<file path="src/rtl/seq_det_pkg.sv">
// Shared types and reset defaults for the programmable sequence detector.
package seq_det_pkg;

  // Storage width of the config struct. Instances keep MAX_LEN below PAT_MAX and
  // only use the low bits of each field.
  localparam int unsigned PAT_MAX   = 64;
  localparam int unsigned LEN_MAX_W = 8;

  // Defaults reproduce the legacy overlapping 1010 Mealy detector.
  localparam logic [PAT_MAX-1:0]   DEF_PATTERN = PAT_MAX'(4'b1010);
  localparam logic [LEN_MAX_W-1:0] DEF_LEN     = LEN_MAX_W'(4);
  localparam logic                 DEF_OVERLAP = 1'b1;
  localparam logic                 DEF_MOORE   = 1'b0;

  typedef struct packed {
    logic [PAT_MAX-1:0]   pattern;
    logic [LEN_MAX_W-1:0] len;
    logic                 overlap;
    logic                 moore;
  } cfg_t;

  function automatic cfg_t cfg_default();
    cfg_t c;
    c.pattern = DEF_PATTERN;
    c.len     = DEF_LEN;
    c.overlap = DEF_OVERLAP;
    c.moore   = DEF_MOORE;
    return c;
  endfunction

endpackage

</file>
<file path="src/rtl/seq_match_cmp.sv">
// Masked compare of the newest len bits of {hist, i_bit} against the pattern.
module seq_match_cmp #(
  parameter int unsigned MAX_LEN = 8,
  parameter int unsigned LEN_W   = $clog2(MAX_LEN) + 1
) (
  input  logic [MAX_LEN-1:0] hist,
  input  logic               i_bit,
  input  logic [MAX_LEN-1:0] pattern,
  input  logic [LEN_W-1:0]   len,
  output logic               eq
);

  logic [MAX_LEN:0] window;
  logic [MAX_LEN:0] pat_ext;
  logic [MAX_LEN:0] mask;

  assign window  = {hist, i_bit};
  assign pat_ext = {1'b0, pattern};

  // Keep only bit positions below len; the newest bit sits at position 0.
  always_comb begin
    mask = '0;
    for (int i = 0; i <= int'(MAX_LEN); i++) begin
      mask[i] = (i < int'(len));
    end
  end

  assign eq = (((window ^ pat_ext) & mask) == '0);

endmodule

</file>
<file path="src/rtl/seq_detector_prog.sv">
// Programmable serial sequence detector with runtime pattern, overlap and
// Mealy/Moore selection plus a saturating match counter.
module seq_detector_prog
  import seq_det_pkg::*;
#(
  parameter int unsigned MAX_LEN = 8,
  parameter int unsigned CNT_W   = 8,
  parameter int unsigned LEN_W   = $clog2(MAX_LEN) + 1
) (
  input  logic               clk,
  input  logic               rst,
  input  logic               i_bit,
  input  logic               i_valid,
  input  logic               cfg_load,
  input  logic [MAX_LEN-1:0] cfg_pattern,
  input  logic [LEN_W-1:0]   cfg_len,
  input  logic               cfg_overlap,
  input  logic               cfg_moore,
  output logic               y,
  output logic [CNT_W-1:0]   match_cnt,
  output logic               cfg_err
);

  cfg_t               cfg_q, cfg_d;
  logic               cfg_err_q, cfg_err_d;
  logic [MAX_LEN-1:0] hist_q, hist_d;
  logic [LEN_W-1:0]   fill_q, fill_d;
  logic [CNT_W-1:0]   cnt_q, cnt_d;
  logic               y_q, y_d;

  logic [MAX_LEN-1:0] pat_act;
  logic [LEN_W-1:0]   len_act;
  logic [LEN_W:0]     fill_plus1;
  logic               consume;
  logic               cmp_eq;
  logic               match_now;
  logic               cfg_len_bad;
  logic               unused_cfg_hi;

  assign pat_act = cfg_q.pattern[MAX_LEN-1:0];
  assign len_act = cfg_q.len[LEN_W-1:0];

  // Upper storage bits of the struct are never written with nonzero data.
  assign unused_cfg_hi = ^{cfg_q.pattern[PAT_MAX-1:MAX_LEN], cfg_q.len[LEN_MAX_W-1:LEN_W]};

  // A bit presented together with a load is dropped.
  assign consume     = i_valid & ~cfg_load;
  assign fill_plus1  = {1'b0, fill_q} + 1'b1;
  assign cfg_len_bad = (cfg_len == '0) || (cfg_len > LEN_W'(MAX_LEN));

  seq_match_cmp #(
    .MAX_LEN (MAX_LEN),
    .LEN_W   (LEN_W)
  ) u_cmp (
    .hist    (hist_q),
    .i_bit   (i_bit),
    .pattern (pat_act),
    .len     (len_act),
    .eq      (cmp_eq)
  );

  assign match_now = consume & ~cfg_err_q & (fill_plus1 >= {1'b0, len_act}) & cmp_eq;

  // Next-state for config, history, fill, counter and Moore output register.
  always_comb begin
    cfg_d     = cfg_q;
    cfg_err_d = cfg_err_q;
    hist_d    = hist_q;
    fill_d    = fill_q;
    cnt_d     = cnt_q;
    y_d       = match_now;
    if (cfg_load) begin
      cfg_d.pattern = PAT_MAX'(cfg_pattern);
      cfg_d.len     = LEN_MAX_W'(cfg_len);
      cfg_d.overlap = cfg_overlap;
      cfg_d.moore   = cfg_moore;
      cfg_err_d     = cfg_len_bad;
      hist_d        = '0;
      fill_d        = '0;
      cnt_d         = '0;
      y_d           = 1'b0;
    end else if (consume) begin
      hist_d = {hist_q[MAX_LEN-2:0], i_bit};
      if (match_now && !cfg_q.overlap) begin
        fill_d = '0;
      end else if (fill_q != LEN_W'(MAX_LEN)) begin
        fill_d = fill_plus1[LEN_W-1:0];
      end
      if (match_now && (cnt_q != '1)) begin
        cnt_d = cnt_q + 1'b1;
      end
    end
  end

  // State registers with asynchronous active-low reset.
  always_ff @(posedge clk or negedge rst) begin
    if (!rst) begin
      cfg_q     <= cfg_default();
      cfg_err_q <= 1'b0;
      hist_q    <= '0;
      fill_q    <= '0;
      cnt_q     <= '0;
      y_q       <= 1'b0;
    end else begin
      cfg_q     <= cfg_d;
      cfg_err_q <= cfg_err_d;
      hist_q    <= hist_d;
      fill_q    <= fill_d;
      cnt_q     <= cnt_d;
      y_q       <= y_d;
    end
  end

  assign y         = cfg_q.moore ? y_q : match_now;
  assign match_cnt = cnt_q;
  assign cfg_err   = cfg_err_q;

endmodule

</file>
<file path="config.mk">
export PLATFORM = sky130hd
export DESIGN_NAME = seq_detector_prog
export DESIGN_NICKNAME = d
export VERILOG_FILES = /design/src/rtl/seq_det_pkg.sv /design/src/rtl/seq_match_cmp.sv /design/src/rtl/seq_detector_prog.sv
export SDC_FILE = /design/constraint.sdc
export NUM_CORES = 1
export LEC_CHECK = 0
export ABC_CLOCK_PERIOD_IN_PS = 3600
export CAP_MARGIN = 30
export CORE_MARGIN = 4
export CORE_UTILIZATION = 53
export DETAILED_ROUTE_END_ITERATION = 16
export PLACE_DENSITY = 0.88
export SKIP_CTS_REPAIR_TIMING = 1
export SLEW_MARGIN = 0
export SYNTH_ARGS = -nofsm -noshare
export SYNTH_HDL_FRONTEND = slang
export SYNTH_HIERARCHICAL = 1
export SYNTH_SLANG_ARGS = --single-unit
export TNS_END_PERCENT = 50
</file>
<file path="constraint.sdc">
create_clock -name clk -period 3.6 [get_ports clk]
set_clock_uncertainty 0.1 [all_clocks]
set_input_delay 0.72 -clock clk [delete_from_list [all_inputs] [get_ports clk]]
set_output_delay 0.72 -clock clk [all_outputs]
set_load 0.005 [all_outputs]
</file>
==> metrics, run 1 <==
detailed placer's ending HPWL 2.923 mm; Die Height 68.38 um; Die X 68.38 um; Syn Std Cell Area 1932 um^2; Clock Tree Buf Depth 2; worst IR drop on VDD 0.0002973 V; Final TNS setup 0 ns; Initial Util 0.5656; # clock sinks 36; leakage power 1.054 nW; minimum clock period 3.289 ns; cells along the critical path or3_4, o21ai_1, a21oi_1, nor4b_2, and4bb_1, and2_1, a21oi_2, o21ai_1, dlymetal6s2s_1; Avg Inst Size Synth 10.56 um^2; Hold Path Class register to register; commonest non-fill, non-tap cell in the layout dfrtp_1; final antenna-violating net count 0; Routed wire per std cell 15.23 um; measured slew at the worst slew-check pin 0.6588 ns; Global Route Usage Sum 0.1980; critical path type register to output pin; vias per inst 5.692; Syn-to-layout area delta 23.25%; Critical Path Start cfg_q[3]; IO Port Bufs 28; CP startpoint kind register; Post-Syn Nets 209; register-to-register setup slack 0.74 ns; yosys warns 6; clk slew on worst S/H paths 0.12 ns; cell family with the largest share of critical-path delay simple AND/OR/NAND/NOR gates; Finished Core Util 0.6971; delay of the slowest cell on the worst path 0.41 ns; Pins Over Slew Limit 0; Root Buffer clkbuf_4; FP Rows 21; Clock H-tree levels 2; Seq/Total Area, Yosys 0.4689; CTS tree built; Post-Syn Instances 183; drt drc 0; 1st-pass router iterations 4; DIE AREA 4675 um^2; pin count of the biggest net entering global routing 37; gr ovfl total 0; RR Endpoint match_cnt[4]; first-pass GRT wire length 6.734 mm; critical path buffer and inverter count 1; hold_ws 0.4247 ns; final worst-path cycle share 0.9137; Via Count 1514; core region area 3416 um^2; CP max stage cell dfrtp_1; ant diodes 0; pwr dens 360.9 nW/um^2; f_max 304.0 MHz; gpl congestion 0.7700; synth unique cells 44; status finished, final reports clean; Worst Path Required 2.78 ns; initial antenna violation count 0; Worst setup endpoint y; RSZ-0062 raised after global routing no; Total Nets Final 245; setup violators final 0; Routed WL 4.051 mm; Crit. path cell count 9; Worst R2R Path Depth 10; max cap viols 0; Worst slew margin 0.5592; Final Power 0.0008594 W; CTS buffer count 5; Arrival @ worst endpoint 2.47 ns; commonest non-fill, non-tap cells in the layout dfrtp_1 (32), clkdlybuf4s50_1 (27), nor2_1 (13); worst r2r src cfg_q[3]; Clock Latency Late Sink 0.35 ns; I/O pin count 29; Worst Path Max Fanout 3; initial DRC count 118; Final Hold Fails 0; vias in the first global route 1436; layout cells sized above 1 0.1773; CP endpoint kind output pin; post-synthesis register bit count 36; crit-path most repeated cell o21ai_1
==> per-stage QoR <==
step / setup WS (ns) / std cells / cell area, um^2
6_report: 0.3107 / 266 / 2381
5_1_grt: 0.2004 / 266 / 2381
4_1_cts: -0.1580 / 265 / 2371
3_5_place_dp: -0.07050 / 257 / 2295
3_3_place_gp: 0.03465 / 257 / 2295
2_1_floorplan: 0.6765 / 183 / 1932
==> cells in the mapped netlist <==
library cell	instances	area share
nand3b_1	3	0.012
xor2_1	9	0.041
and2_2	1	0.0039
or4_1	3	0.012
nor2_1	13	0.025
nand3_1	3	0.0078
nand4_1	1	0.0032
and4bb_1	1	0.0065
or3_1	2	0.0065
inv_1	9	0.017
nor3_1	5	0.013
nor2b_1	2	0.0065
a41o_1	1	0.0052
or3_4	1	0.0058
inv_2	1	0.0019
o21ai_0	10	0.026
nor4_1	1	0.0032
buf_1	2	0.0039
o31ai_1	2	0.0078
mux2_2	10	0.058
a31oi_1	1	0.0032
and2_1	1	0.0032
o311ai_1	2	0.0091
or2_2	2	0.0065
a22o_1	2	0.0091
ha_1	7	0.045
and3b_1	1	0.0045
nor3b_2	1	0.0065
clkbuf_1	4	0.0078
buf_2	1	0.0026
a22oi_2	1	0.0065
dfstp_2	4	0.054
mux2i_1	8	0.041
a21oi_1	11	0.028
o41ai_1	5	0.023
a21oi_2	1	0.0045
xnor2_1	2	0.0091
nand2_1	9	0.017
nor4b_2	1	0.0078
nand4bb_1	1	0.0058
nand3_2	1	0.0052
o21ai_1	3	0.0078
a32o_1	2	0.010
dfrtp_1	32	0.41
==> logic make-up (layout without fill, tap and decap cells) <==
| logic type | Yosys count | in the layout | synth area share |
|---|---|---|---|
| compound gates | 41 | 41 | 0.1405 |
| xor+xnor | 11 | 11 | 0.04987 |
| fa+ha+maj | 7 | 7 | 0.04533 |
| buf+inv | 17 | 54 | 0.03367 |
| flops | 36 | 36 | 0.4689 |
| mux | 18 | 18 | 0.09974 |
| simple gates | 53 | 53 | 0.1619 |
==> cell type report <==
type | instances | area [um^2]
multi-input combinational | 130 | 960.9
inverter | 10 | 37.54
clock inverter | 2 | 35.03
tap | 46 | 57.56
fill | 262 | 1035
sequential | 36 | 905.9
timing repair buffer | 36 | 342.8
clock buffer | 6 | 41.29
==> state kept, by name (all words and copies together), names as in the netlist <==
name / count
cfg_err: 1
cfg_q: 14
y_q: 1
match_cnt: 8
hist_q: 8
fill_q: 4
==> how the worst min path moves through the flow <==
stage	cells past startpoint	to	from	slack, ns
2_1_floorplan	0	cfg_err	rst	0.32
3_3_place_gp	2	cfg_q[1]	cfg_q[1]	0.40
3_5_place_dp	2	cfg_q[1]	cfg_q[1]	0.42
4_1_cts	2	cfg_q[1]	cfg_q[1]	0.43
5_1_grt	1	cfg_q[12]	cfg_q[12]	0.46
6_report	2	cfg_q[1]	cfg_q[1]	0.42
==> report_power, final <==
group	total [W]	internal, W	switching [W]
logic	0.000128	0.0000672	0.0000610
registers	0.000446	0.000428	0.0000186
clock network	0.000285	0.000146	0.000139
==> layer usage <==
layer,GRT usage,vias to the layer above,wire (um),share of wire
met4,0.08933,0,74,0.018
met2,0.3213,34,2043,0.50
met5,0,-,0,0
met3,0.04433,7,175,0.043
li1,-,735,-,-
met1,0.2513,738,1758,0.43
==> tightest hold or removal path, stage by stage, from the launching register on <==
cell and delay [ns]:
dfstp_2 0.39, inv_1 0.07, o21ai_0 0.07
(Power assumes the default switching activity.)
==> run 2, diff against run 1 <==
Settings changed: REMOVE_ABC_BUFFERS set to 1.
==> run 2 against run 1 <==
Clock power shrank 2%. Setup slack lost 0.018 ns. Utilization shrank 0.62 points. Wire length shrank 3.1%. Cell count shrank 1.1%. Critical path depth is the same. Total power shrank 1.1%. Via count grew 0.26%. Final area shrank 0.89%. Sequential share of layout area grew 0.40 points. Sequential cell count is the same. Combinational power shrank 4%. Largest cell class unchanged.
==> metrics, run 2 (synthesized netlist as in run 1, its figures left out) <==
1st-pass router iterations 5 (+1); layout cells sized above 1 0.1705 (-0.006766); Routed WL 3.926 mm (-3.1%); Gate power share 0.145 (-0.004); FP Rows 21 (unchanged); Worst slew margin 0.5560 (-0.003200); Arrival @ worst endpoint 2.49 ns (+0.02 ns); Die X 68.38 um (unchanged); DIE AREA 4675 um^2 (unchanged); setup violators final 0 (unchanged); vias in the first global route 1472 (+2.5%); gpl congestion 0.8082 (+5.0%); minimum clock period 3.307 ns (+0.01800 ns); Placed Cells 254 (-1.2%); status finished, final reports clean; clk slew on worst S/H paths 0.10 ns (-0.02 ns); leakage power 1.038 nW (-1.5%); delay of the slowest cell on the worst path 0.46 ns (+0.05 ns); Die Height 68.38 um (unchanged); Worst Path Required 2.78 ns (about the same); gr ovfl total 0 (unchanged); Routed wire per std cell 14.93 um (-2.0%); Final Power 0.0008498 W (-1.1%); internal power 0.0006378 W (-0.39%); Via Count 1518 (+0.26%); cells along the critical path or3_4, a22oi_2, o21ai_1, nor4b_2, and4bb_1, and2_1, a21oi_2, o21ai_0, dlymetal6s2s_1; vias per inst 5.772 (+1.4%); core region area 3416 um^2 (unchanged); max reg flops 14 (unchanged); Clock H-tree levels 2 (unchanged); Hold Path Class register to register; IO Port Bufs 28 (unchanged); # clock sinks 36 (unchanged); final antenna-violating net count 0 (unchanged); Final TNS setup 0 ns (unchanged); detailed placer's ending HPWL 2.835 mm (-3.0%); CP startpoint kind register; Root Buffer clkbuf_4; Clock Tree Buf Depth 2 (unchanged); RSZ-0062 raised after global routing no; hold_ws 0.4095 ns (-0.01517 ns); Global Route Usage Sum 0.1911 (-0.006928); Layout fillers 275 (+5.0%); Total Nets Final 242 (-1.2%); max cap viols 0 (unchanged); worst IR drop on VDD 0.0003594 V (+21%); Pins Over Slew Limit 0 (unchanged); first-pass GRT wire length 6.541 mm (-2.9%); CP max stage cell dfrtp_2; Net Sw Frac 0.2494 (-0.005464); critical path type register to output pin; f_max 302.4 MHz (-0.54%); initial DRC count 117 (-0.85%); Syn-to-layout area delta 22.15%; power share of the sequential group 0.527 (+0.008); measured slew at the worst slew-check pin 0.6636 ns (+0.004782 ns); CTS buffer count 5 (unchanged); final worst-path cycle share 0.9187 (+0.005000); pin count of the biggest net entering global routing 41 (+11%); NetSw 0.0002120 W (-3.2%); Reg with most FFs cfg_q; design area 2360 um^2 (-0.89%); multi-input logic area 960.9 um^2 (unchanged); Clock Latency Late Sink 0.34 ns (about the same); commonest non-fill, non-tap cell in the layout dfrtp_1; ant diodes 0 (unchanged); Worst Path Max Fanout 7 (+4); CP endpoint kind output pin; power share of the clock group 0.329 (-0.003); Final Instance Count excl. Fillers 263 (-1.1%); sequential cell area 907.1 um^2 (+0.14%); pwr dens 360.1 nW/um^2 (-0.23%); Final Hold Fails 0 (unchanged); CTS tree built; commonest non-fill, non-tap cells in the layout dfrtp_1 (31), clkdlybuf4s50_1 (27), nor2_1 (13); I/O pin count 29 (unchanged); Initial Util 0.5656 (unchanged); area of placed instances 2272 um^2 (-0.98%); drt drc 0 (unchanged); initial antenna violation count 0 (unchanged)
-- run 2: power groups by stage --
stage	clock network, W	registers, W	logic (W)
6_report	0.000279	0.000447	0.000123
4_1_cts	0.000285	0.000448	0.000122
2_1_floorplan	0	0.000450	0.0000653
5_1_grt	0.000311	0.000450	0.000138
3_3_place_gp	0	0.000454	0.000116
3_5_place_dp	0	0.000455	0.000122
-- run 2: worst max-delay path, delay by kind of cell (launching register included) --
| family | cells | cell delay [ns] |
|---|---|---|
| AOI/OAI and AO/OA | 4 | 0.46 |
| buffers and inverters | 1 | 0.16 |
| DFF | 1 | 0.46 |
| and+or+nand+nor | 4 | 1.06 |
-- run 2: worst paths after layout --
| path | from | endpoint | slack [ns] | cells after the start |
|---|---|---|---|---|
| worst max-delay path | cfg_q[5] | y | 0.29 | 9 |
| worst min-delay path | cfg_q[1] | cfg_q[1] | 0.41 | 2 |
| worst max register to register | cfg_q[5] | match_cnt[4] | 0.77 | 10 |
| worst min register to register | cfg_q[1] | cfg_q[1] | 0.41 | 2 |
| max in group asynchronous | rst | cfg_q[1] | 2.37 | 2 |
| min in group asynchronous | rst | cfg_q[12] | 0.68 | 2 |
-- run 2: final cells by class --
cell class                      count  share of cell area
Inverter                           10             0.01591
Clock inverter                      2             0.01485
Multi-Input combinational cell    130              0.4072
Tap cell                           46             0.02439
Sequential cell                    36              0.3844
Clock buffer                        6             0.01750
Timing Repair Buffer               33              0.1357
-- run 2: per-layer routing --
metal,track usage,vias to the layer above,part of all wire
met1,0.2404,751,0.46
met2,0.3249,32,0.49
met4,0.05707,0,0.011
li1,-,730,-
met3,0.04433,5,0.040
met5,0,-,0
-- run 2: metrics by stage --
| stage | util | worst slack (ns) |
|---|---|---|
| 2_1_floorplan | - | 0.7687 |
| 3_3_place_gp | 0.6652 | 0.07073 |
| 3_5_place_dp | 0.6652 | 0.03758 |
| 4_1_cts | 0.6875 | -0.1119 |
| 5_1_grt | 0.6908 | 0.1402 |
| 6_report | 0.6908 | 0.2927 |
==> run 3, diff against run 2 <==
Settings changed: HOLD_SLACK_MARGIN set to 0.15.
==> results of run 3 <==
Final layout, timing and power as in run 2 (identical DEF).
